## config.mk

```make
export PLATFORM = sky130hd
export DESIGN_NAME = mem_bus_fabric_flat
export DESIGN_NICKNAME = d
export VERILOG_FILES = /design/src/rtl/mem_bus_pkg.sv /design/src/rtl/mem_bus_fabric_if.sv /design/src/rtl/mem_bus_addr_decode.sv /design/src/rtl/mem_bus_fabric.sv /design/src/flat_wrapper.sv
export SDC_FILE = /design/constraint.sdc
export NUM_CORES = 1
export LEC_CHECK = 0
export ABC_AREA = 1
export CAP_MARGIN = 10
export CORE_MARGIN = 3
export CORE_UTILIZATION = 30
export CTS_BUF_LIST = sky130_fd_sc_hd__clkbuf_8
export CTS_CLUSTER_SIZE = 28
export DETAILED_ROUTE_END_ITERATION = 16
export DONT_BUFFER_PORTS = 1
export MAX_ROUTING_LAYER = met4
export PLACE_DENSITY = 0.54
export SETUP_SLACK_MARGIN = 0.05
export SKIP_CTS_REPAIR_TIMING = 1
export SYNTH_ARGS = -nofsm -noshare
export SYNTH_HDL_FRONTEND = slang
export SYNTH_HIERARCHICAL = 1
export SYNTH_SLANG_ARGS = --single-unit
```

## constraint.sdc

```tcl
create_clock -name clk -period 6.05 [get_ports clk]
set_input_delay 0.9075 -clock clk [delete_from_list [all_inputs] [get_ports clk]]
set_output_delay 0.9075 -clock clk [all_outputs]
set_load 0.02 [all_outputs]
```

## src/rtl/mem_bus_pkg.sv

```systemverilog
// mem_bus_fabric shared types and constants.
// FSM states, error codes and default error read data.
package mem_bus_pkg;

    typedef enum logic [1:0] {
        IDLE,
        ACTIVE,
        DECERR,
        TOERR
    } state_e;

    localparam logic [1:0] ERR_NONE = 2'b00;
    localparam logic [1:0] ERR_DEC  = 2'b01;
    localparam logic [1:0] ERR_TO   = 2'b10;

    localparam logic [31:0] ERR_RDATA_DEF = 32'hDEAD_BEEF;

    function automatic int sel_width(input int n);
        return (n > 1) ? $clog2(n) : 1;
    endfunction

endpackage

```

## src/rtl/mem_bus_fabric_if.sv

```systemverilog
// Master-side and slave-side signals of the memory fabric.
// The fabric modport is the view taken by mem_bus_fabric itself.
interface mem_bus_fabric_if #(
    parameter int NUM_SLAVES = 4
);
    logic                     mem_valid;
    logic [31:0]              mem_addr;
    logic [3:0]               mem_wstrb;
    logic                     mem_ready;
    logic [31:0]              mem_rdata;
    logic [NUM_SLAVES-1:0]    s_valid;
    logic [NUM_SLAVES-1:0]    s_ready;
    logic [NUM_SLAVES*32-1:0] s_rdata;

    modport fabric (
        input  mem_valid, mem_addr, mem_wstrb,
        input  s_ready, s_rdata,
        output mem_ready, mem_rdata, s_valid
    );

    modport master (
        output mem_valid, mem_addr, mem_wstrb,
        input  mem_ready, mem_rdata
    );

    modport slave (
        input  s_valid, mem_addr, mem_wstrb,
        output s_ready, s_rdata
    );
endinterface

```

## src/rtl/mem_bus_addr_decode.sv

```systemverilog
// Base/mask window compare per slave with lowest-index priority.
// Purely combinational so other fabrics can reuse it.
module mem_bus_addr_decode
    import mem_bus_pkg::*;
#(
    parameter int                       NUM_SLAVES = 4,
    parameter int                       SEL_W      = sel_width(NUM_SLAVES),
    parameter logic [NUM_SLAVES*32-1:0] SLV_BASE   = '0,
    parameter logic [NUM_SLAVES*32-1:0] SLV_MASK   = '0
) (
    input  logic [31:0]      addr,
    output logic             hit,
    output logic [SEL_W-1:0] sel
);

    // Scan high to low so the lowest matching index is the last write.
    always_comb begin
        hit = 1'b0;
        sel = '0;
        for (int i = NUM_SLAVES - 1; i >= 0; i--) begin
            if ((addr & SLV_MASK[32*i +: 32]) == SLV_BASE[32*i +: 32]) begin
                hit = 1'b1;
                sel = SEL_W'(i);
            end
        end
    end

endmodule

```

## src/rtl/mem_bus_fabric.sv

```systemverilog
// Single-master fabric: windowed decode, per-transaction slave lock,
// decode-error and timeout responses with a sticky error capture.
module mem_bus_fabric
    import mem_bus_pkg::*;
#(
    parameter int                       NUM_SLAVES     = 4,
    parameter logic [NUM_SLAVES*32-1:0] SLV_BASE       = {32'h0040_0000,
                                                          32'h0020_0000,
                                                          32'h0010_0000,
                                                          32'h0000_0000},
    parameter logic [NUM_SLAVES*32-1:0] SLV_MASK       = {4{32'hFFF0_0000}},
    parameter int                       TIMEOUT_CYCLES = 255,
    parameter logic [31:0]              ERR_RDATA      = ERR_RDATA_DEF
) (
    input  logic               clk,
    input  logic               rst_n,
    mem_bus_fabric_if.fabric   bus,
    input  logic               err_clr,
    output logic               err_irq,
    output logic [1:0]         err_code,
    output logic [31:0]        err_addr
);

    localparam int SEL_W = sel_width(NUM_SLAVES);

    state_e                state_q, state_d;
    logic [SEL_W-1:0]      sel_q, sel_d;
    logic [15:0]           cnt_q, cnt_d;
    logic                  dec_hit;
    logic [SEL_W-1:0]      dec_sel;
    logic                  cap;
    logic [1:0]            cap_code;
    logic [NUM_SLAVES-1:0] s_valid_d;
    logic                  ready_d;
    logic [31:0]           rdata_d;
    logic                  timeout_hit;

    // Byte strobes only matter to the slaves, which see them directly.
    logic unused_wstrb;
    assign unused_wstrb = ^bus.mem_wstrb;

    mem_bus_addr_decode #(
        .NUM_SLAVES(NUM_SLAVES),
        .SEL_W     (SEL_W),
        .SLV_BASE  (SLV_BASE),
        .SLV_MASK  (SLV_MASK)
    ) u_dec (
        .addr(bus.mem_addr),
        .hit (dec_hit),
        .sel (dec_sel)
    );

    // This ACTIVE cycle is the TIMEOUT_CYCLES-th without completion.
    assign timeout_hit =
        ({1'b0, cnt_q} + 17'd1) >= 17'(TIMEOUT_CYCLES);

    // Next-state and bus outputs; error entry raises a capture request.
    always_comb begin
        state_d   = state_q;
        sel_d     = sel_q;
        cnt_d     = cnt_q;
        s_valid_d = '0;
        ready_d   = 1'b0;
        rdata_d   = '0;
        cap       = 1'b0;
        cap_code  = ERR_NONE;
        unique case (state_q)
            IDLE: begin
                if (bus.mem_valid) begin
                    if (dec_hit) begin
                        state_d = ACTIVE;
                        sel_d   = dec_sel;
                        cnt_d   = '0;
                    end else begin
                        state_d  = DECERR;
                        cap      = 1'b1;
                        cap_code = ERR_DEC;
                    end
                end
            end
            ACTIVE: begin
                s_valid_d[sel_q] = 1'b1;
                if (cnt_q != 16'hFFFF) begin
                    cnt_d = cnt_q + 16'd1;
                end
                if (bus.s_ready[sel_q]) begin
                    ready_d = 1'b1;
                    rdata_d = bus.s_rdata[32*sel_q +: 32];
                    state_d = IDLE;
                end else if (timeout_hit) begin
                    state_d  = TOERR;
                    cap      = 1'b1;
                    cap_code = ERR_TO;
                end
            end
            DECERR, TOERR: begin
                ready_d = 1'b1;
                rdata_d = ERR_RDATA;
                state_d = IDLE;
            end
            default: state_d = IDLE;
        endcase
    end

    assign bus.s_valid   = s_valid_d;
    assign bus.mem_ready = ready_d;
    assign bus.mem_rdata = rdata_d;

    // FSM state, locked slave index and timeout counter.
    always_ff @(posedge clk or negedge rst_n) begin
        if (!rst_n) begin
            state_q <= IDLE;
            sel_q   <= '0;
            cnt_q   <= '0;
        end else begin
            state_q <= state_d;
            sel_q   <= sel_d;
            cnt_q   <= cnt_d;
        end
    end

    // Sticky first-error capture; a clear wins over a same-cycle error.
    always_ff @(posedge clk or negedge rst_n) begin
        if (!rst_n) begin
            err_irq  <= 1'b0;
            err_code <= ERR_NONE;
            err_addr <= '0;
        end else if (err_clr) begin
            err_irq  <= 1'b0;
            err_code <= ERR_NONE;
            err_addr <= '0;
        end else if (cap && !err_irq) begin
            err_irq  <= 1'b1;
            err_code <= cap_code;
            err_addr <= bus.mem_addr;
        end
    end

endmodule

```

## src/flat_wrapper.sv

```systemverilog
// flat-port wrapper written by rule: the top's interface ports become plain ports
module mem_bus_fabric_flat import mem_bus_pkg::*;
#(
    parameter int                       NUM_SLAVES     = 4,
    parameter logic [NUM_SLAVES*32-1:0] SLV_BASE       = {32'h0040_0000,
                                                          32'h0020_0000,
                                                          32'h0010_0000,
                                                          32'h0000_0000},
    parameter logic [NUM_SLAVES*32-1:0] SLV_MASK       = {4{32'hFFF0_0000}},
    parameter int                       TIMEOUT_CYCLES = 255,
    parameter logic [31:0]              ERR_RDATA      = ERR_RDATA_DEF
)
  (clk, rst_n, err_clr, err_irq, err_code, err_addr, bus_mem_valid, bus_mem_addr, bus_mem_wstrb, bus_s_ready, bus_s_rdata, bus_mem_ready, bus_mem_rdata, bus_s_valid);
  mem_bus_fabric_if #(.NUM_SLAVES(NUM_SLAVES)) bus_i ();
  input  logic clk;
  input  logic rst_n;
  input  logic err_clr;
  output logic err_irq;
  output logic [1:0] err_code;
  output logic [31:0] err_addr;
  input wire logic [$bits(bus_i.mem_valid)-1:0] bus_mem_valid;
  input wire logic [$bits(bus_i.mem_addr)-1:0] bus_mem_addr;
  input wire logic [$bits(bus_i.mem_wstrb)-1:0] bus_mem_wstrb;
  input wire logic [$bits(bus_i.s_ready)-1:0] bus_s_ready;
  input wire logic [$bits(bus_i.s_rdata)-1:0] bus_s_rdata;
  output wire logic [$bits(bus_i.mem_ready)-1:0] bus_mem_ready;
  output wire logic [$bits(bus_i.mem_rdata)-1:0] bus_mem_rdata;
  output wire logic [$bits(bus_i.s_valid)-1:0] bus_s_valid;
  assign bus_i.mem_valid = bus_mem_valid;
  assign bus_i.mem_addr = bus_mem_addr;
  assign bus_i.mem_wstrb = bus_mem_wstrb;
  assign bus_i.s_ready = bus_s_ready;
  assign bus_i.s_rdata = bus_s_rdata;
  assign bus_mem_ready = bus_i.mem_ready;
  assign bus_mem_rdata = bus_i.mem_rdata;
  assign bus_s_valid = bus_i.s_valid;
  mem_bus_fabric #(.NUM_SLAVES(NUM_SLAVES), .SLV_BASE(SLV_BASE), .SLV_MASK(SLV_MASK), .TIMEOUT_CYCLES(TIMEOUT_CYCLES), .ERR_RDATA(ERR_RDATA)) u_core (.clk(clk), .rst_n(rst_n), .bus(bus_i), .err_clr(err_clr), .err_irq(err_irq), .err_code(err_code), .err_addr(err_addr));
endmodule
```

==> flow_metrics.tcl <==
set metrics [dict create \
    grt_pass1_vias 3629 \
    tightest_slew_ns 1.11 \
    powerDensity_nw_per_um2 176 \
    clockPowerShare_pct 28.3 \
    cts_buffer_depth 2 \
    max_freq_mhz 259 \
    critPathKind "flip-flop to output pin" \
    drt_iter0_markers 392 \
    grt_pass1_wl_um 18800 \
    gp_congestion 0.897 \
    stdcell_count 676 \
    setup_ws_ns 2.19 \
    dieHeight_um 121 \
    tritoncts "done" \
    yosys_register_bits 55 \
    status "finished, final reports clean" \
    reg2reg_depth 14 \
    end_kind "output pin" \
    yosys_warnings 6 \
    cts_htree_levels 2 \
    rsz0062_at_grt "false" \
    final_hold_viol_count 0 \
    ir_drop_uv 102 \
    r2r_setup_slack_ns 3.38 \
    slowest_delay_ns 0.61 \
    ys_seq_area_share_pct 34.6 \
    cp_common_cell "nand2_1" \
    die_width_um 121 \
    grt_antenna_before_repair 1 \
    cp.required_ns 5.14 \
    holdCritPathClass "input port to asynchronous set/reset pin" \
    cts.clk_slew.worst_paths_ns 0.11 \
    synth_cell_types 35 \
    avgSynthCellArea_um2 7.59 \
    comb_power_share_pct 14.8 \
    num_vias 3894 \
    dpl_cell_area_um2 4050 \
    wirelength_um 12600 \
    final_nets 677 \
    skew_ns 0.0146 \
    cts-root-buf "clkbuf_8" \
    via_per_inst 5.76 \
    synthesis.nets 698 \
    drive_gt1_share_pct 13.7 \
    drc_errors 0 \
    path_cells "inv_1 > nand2_1 > inv_1 > buf_4 > a22oi_1 > nand2_1 > nand2_1 > nand2_1 > inv_1 > a41oi_1" \
    start_util_pct 31.1 \
    dpl.hpwl_um 9400 \
    cts_made_buffers 5 \
    fin_crit_sh_pct 63.8 \
    crit_fanout 33 \
    p_leak_nw 1.75 \
    relSlewSlack_pct 25.7 \
    dp_slack_ns 2.52 \
    fin_setup_tns_ns 0 \
    rows 41 \
    drtPass1Iterations 5 \
    cts_sinks 55 \
    avgRoutedWirePerCell_um 18.7 \
    holdWs_ns 0.279 \
    grt_max_degree 56 \
    design.portCount 244 \
    power_switching_mw 0.239 \
    worstPathArrival_ns 2.95 \
    clk_latency_ns 0.31 \
    layout_min_cycle_time_ns 3.86 \
    drv_cap 0 \
    p_seq_share_pct 56.9 \
    setup_violations 0 \
    slew_violations 0 \
    synth_cells 524 \
    crit_slowest_cell "a41oi_1" \
    p_int_mw 0.491 \
    sw_frac_of_total_pct 32.7 \
    placed_cells 668 \
    track_usage_pct 16.4 \
    coreArea_um2 12800 \
    area_growth_pct 4.06 \
    gr-total-overflow 0 \
    die-area_um2 14700 \
    stdcell_area_um2 4140 \
    portBuffers 0 \
    synth_area_um2 3980 \
    start_kind "flip-flop" \
    reg2reg_from "u_core/cnt_q[0]" \
    ant_nets 0 \
    worstReg2RegEnd "u_core/err_addr[16]" \
]
## power by group through the flow
stage          Combinational (mW)  Sequential, mW  Clock, mW
2_1_floorplan              0.0994           0.418          0
3_3_place_gp                0.105           0.423          0
3_5_place_dp                0.108           0.423          0
4_1_cts                     0.108           0.416      0.219
5_1_grt                     0.120           0.418      0.235
6_report                    0.108           0.415      0.207
## synthesized netlist by cell type
cell / n / share of area, %
nand2_1: 148 / 14
dfrtp_1: 55 / 35
nand4_1: 41 / 6.5
nor2_1: 34 / 3.2
a22oi_1: 33 / 6.2
nand3_2: 32 / 8.1
inv_1: 31 / 2.9
nand3_1: 24 / 3.0
clkbuf_1: 21 / 2.0
a41oi_1: 19 / 4.2
o21ai_0: 14 / 1.8
a31oi_1: 10 / 1.6
nor2_2: 9 / 1.4
buf_2: 6 / 0.76
o22ai_1: 5 / 0.79
a21oi_1: 4 / 0.50
inv_2: 4 / 0.38
a221oi_1: 3 / 0.66
a22o_1: 3 / 0.66
buf_12: 3 / 1.5
clkinv_1: 3 / 0.28
nor3_1: 3 / 0.38
xor2_1: 3 / 0.66
buf_1: 2 / 0.19
buf_4: 2 / 0.38
ha_1: 2 / 0.63
mux2_2: 2 / 0.57
a21oi_2: 1 / 0.22
nand2_2: 1 / 0.16
nand2_4: 1 / 0.28
nand2_8: 1 / 0.50
nand3b_1: 1 / 0.19
nor2_4: 1 / 0.28
o21ai_1: 1 / 0.13
o21bai_4: 1 / 0.47
## through the flow
step,util (%),power [mW]
floorplan,-,0.517
global placement,31.7,0.527
detailed placement,31.7,0.531
CTS,32.4,0.743
global route,32.4,0.773
finish,32.4,0.730
## layer usage
metal  up-vias  part of all wire [%]  track usage [%]
met5         -                     0                -
met4         0                   3.3             5.38
met3        40                    11             4.52
met2       243                    44             24.6
met1      1813                    41             21.5
li1       1798                     -                -
## final cells by class
cell class / count / area [µm²]
flip-flops and latches: 55 / 1380
fillers: 1344 / 8640
clock inverters: 2 / 16.3
inverters: 38 / 143
diodes: 1 / 2.50
repair buffers: 6 / 45.0
clock buffers: 5 / 68.8
well taps: 172 / 215
multi-input cells: 397 / 2270
## how the worst max path moves through the flow
stage | from | endpoint | slack [ns] | cells past startpoint
6_report | u_core/sel_q[1] | bus_mem_rdata[5] | 2.19 | 10
5_1_grt | u_core/sel_q[1] | bus_mem_rdata[5] | 1.86 | 10
4_1_cts | u_core/sel_q[1] | bus_mem_rdata[5] | 2.16 | 10
3_5_place_dp | u_core/sel_q[1] | bus_mem_rdata[5] | 2.52 | 10
3_3_place_gp | u_core/sel_q[1] | bus_mem_rdata[5] | 2.58 | 10
2_1_floorplan | bus_s_ready[0] | bus_mem_rdata[11] | 3.10 | 7
## critical path, delay by kind of cell (launching register included)
kind / cells / cell delay, ns
buffers and inverters: 4 / 0.89
AOI/OAI and AO/OA: 2 / 0.76
and+or+nand+nor: 4 / 0.53
DFF: 1 / 0.42
## cell usage in the layout, fill, tap and decap left out
cell type / n
nand2_1: 148
dfrtp_1: 55
nand4_1: 41
a22oi_1: 33
nor2_1: 32
nand3_2: 32
inv_1: 31
nand3_1: 24
a41oi_1: 19
o21ai_0: 14
nor2_2: 11
a31oi_1: 10
buf_4: 6
clkbuf_8: 5
inv_2: 5
o22ai_1: 5
a21oi_1: 4
nor3_1: 3
a22o_1: 3
a221oi_1: 3
xor2_1: 3
clkinv_1: 2
mux2_2: 2
ha_1: 2
diode_2: 1
inv_6: 1
clkinvlp_4: 1
nand2_2: 1
nor2_4: 1
o21ai_1: 1
o21bai_4: 1
nand2_4: 1
nand2_8: 1
a21oi_2: 1
nand3b_1: 1
## logic make-up after synthesis
family,Yosys count,share of synthesized area (%)
simple gates,296,37.9
compound gates,94,17.2
buf+inv,72,8.40
flops,55,34.6
xor+xnor,3,0.661
mux,2,0.567
fa+ha+maj,2,0.629
## state kept, by name, indices dropped and copies added (netlist names)
name	flops
u_core/err_irq	1
u_core/sel_q	2
u_core/err_code	2
u_core/state_q	2
u_core/cnt_q	16
u_core/err_addr	32
(Power assumes the default switching activity.)
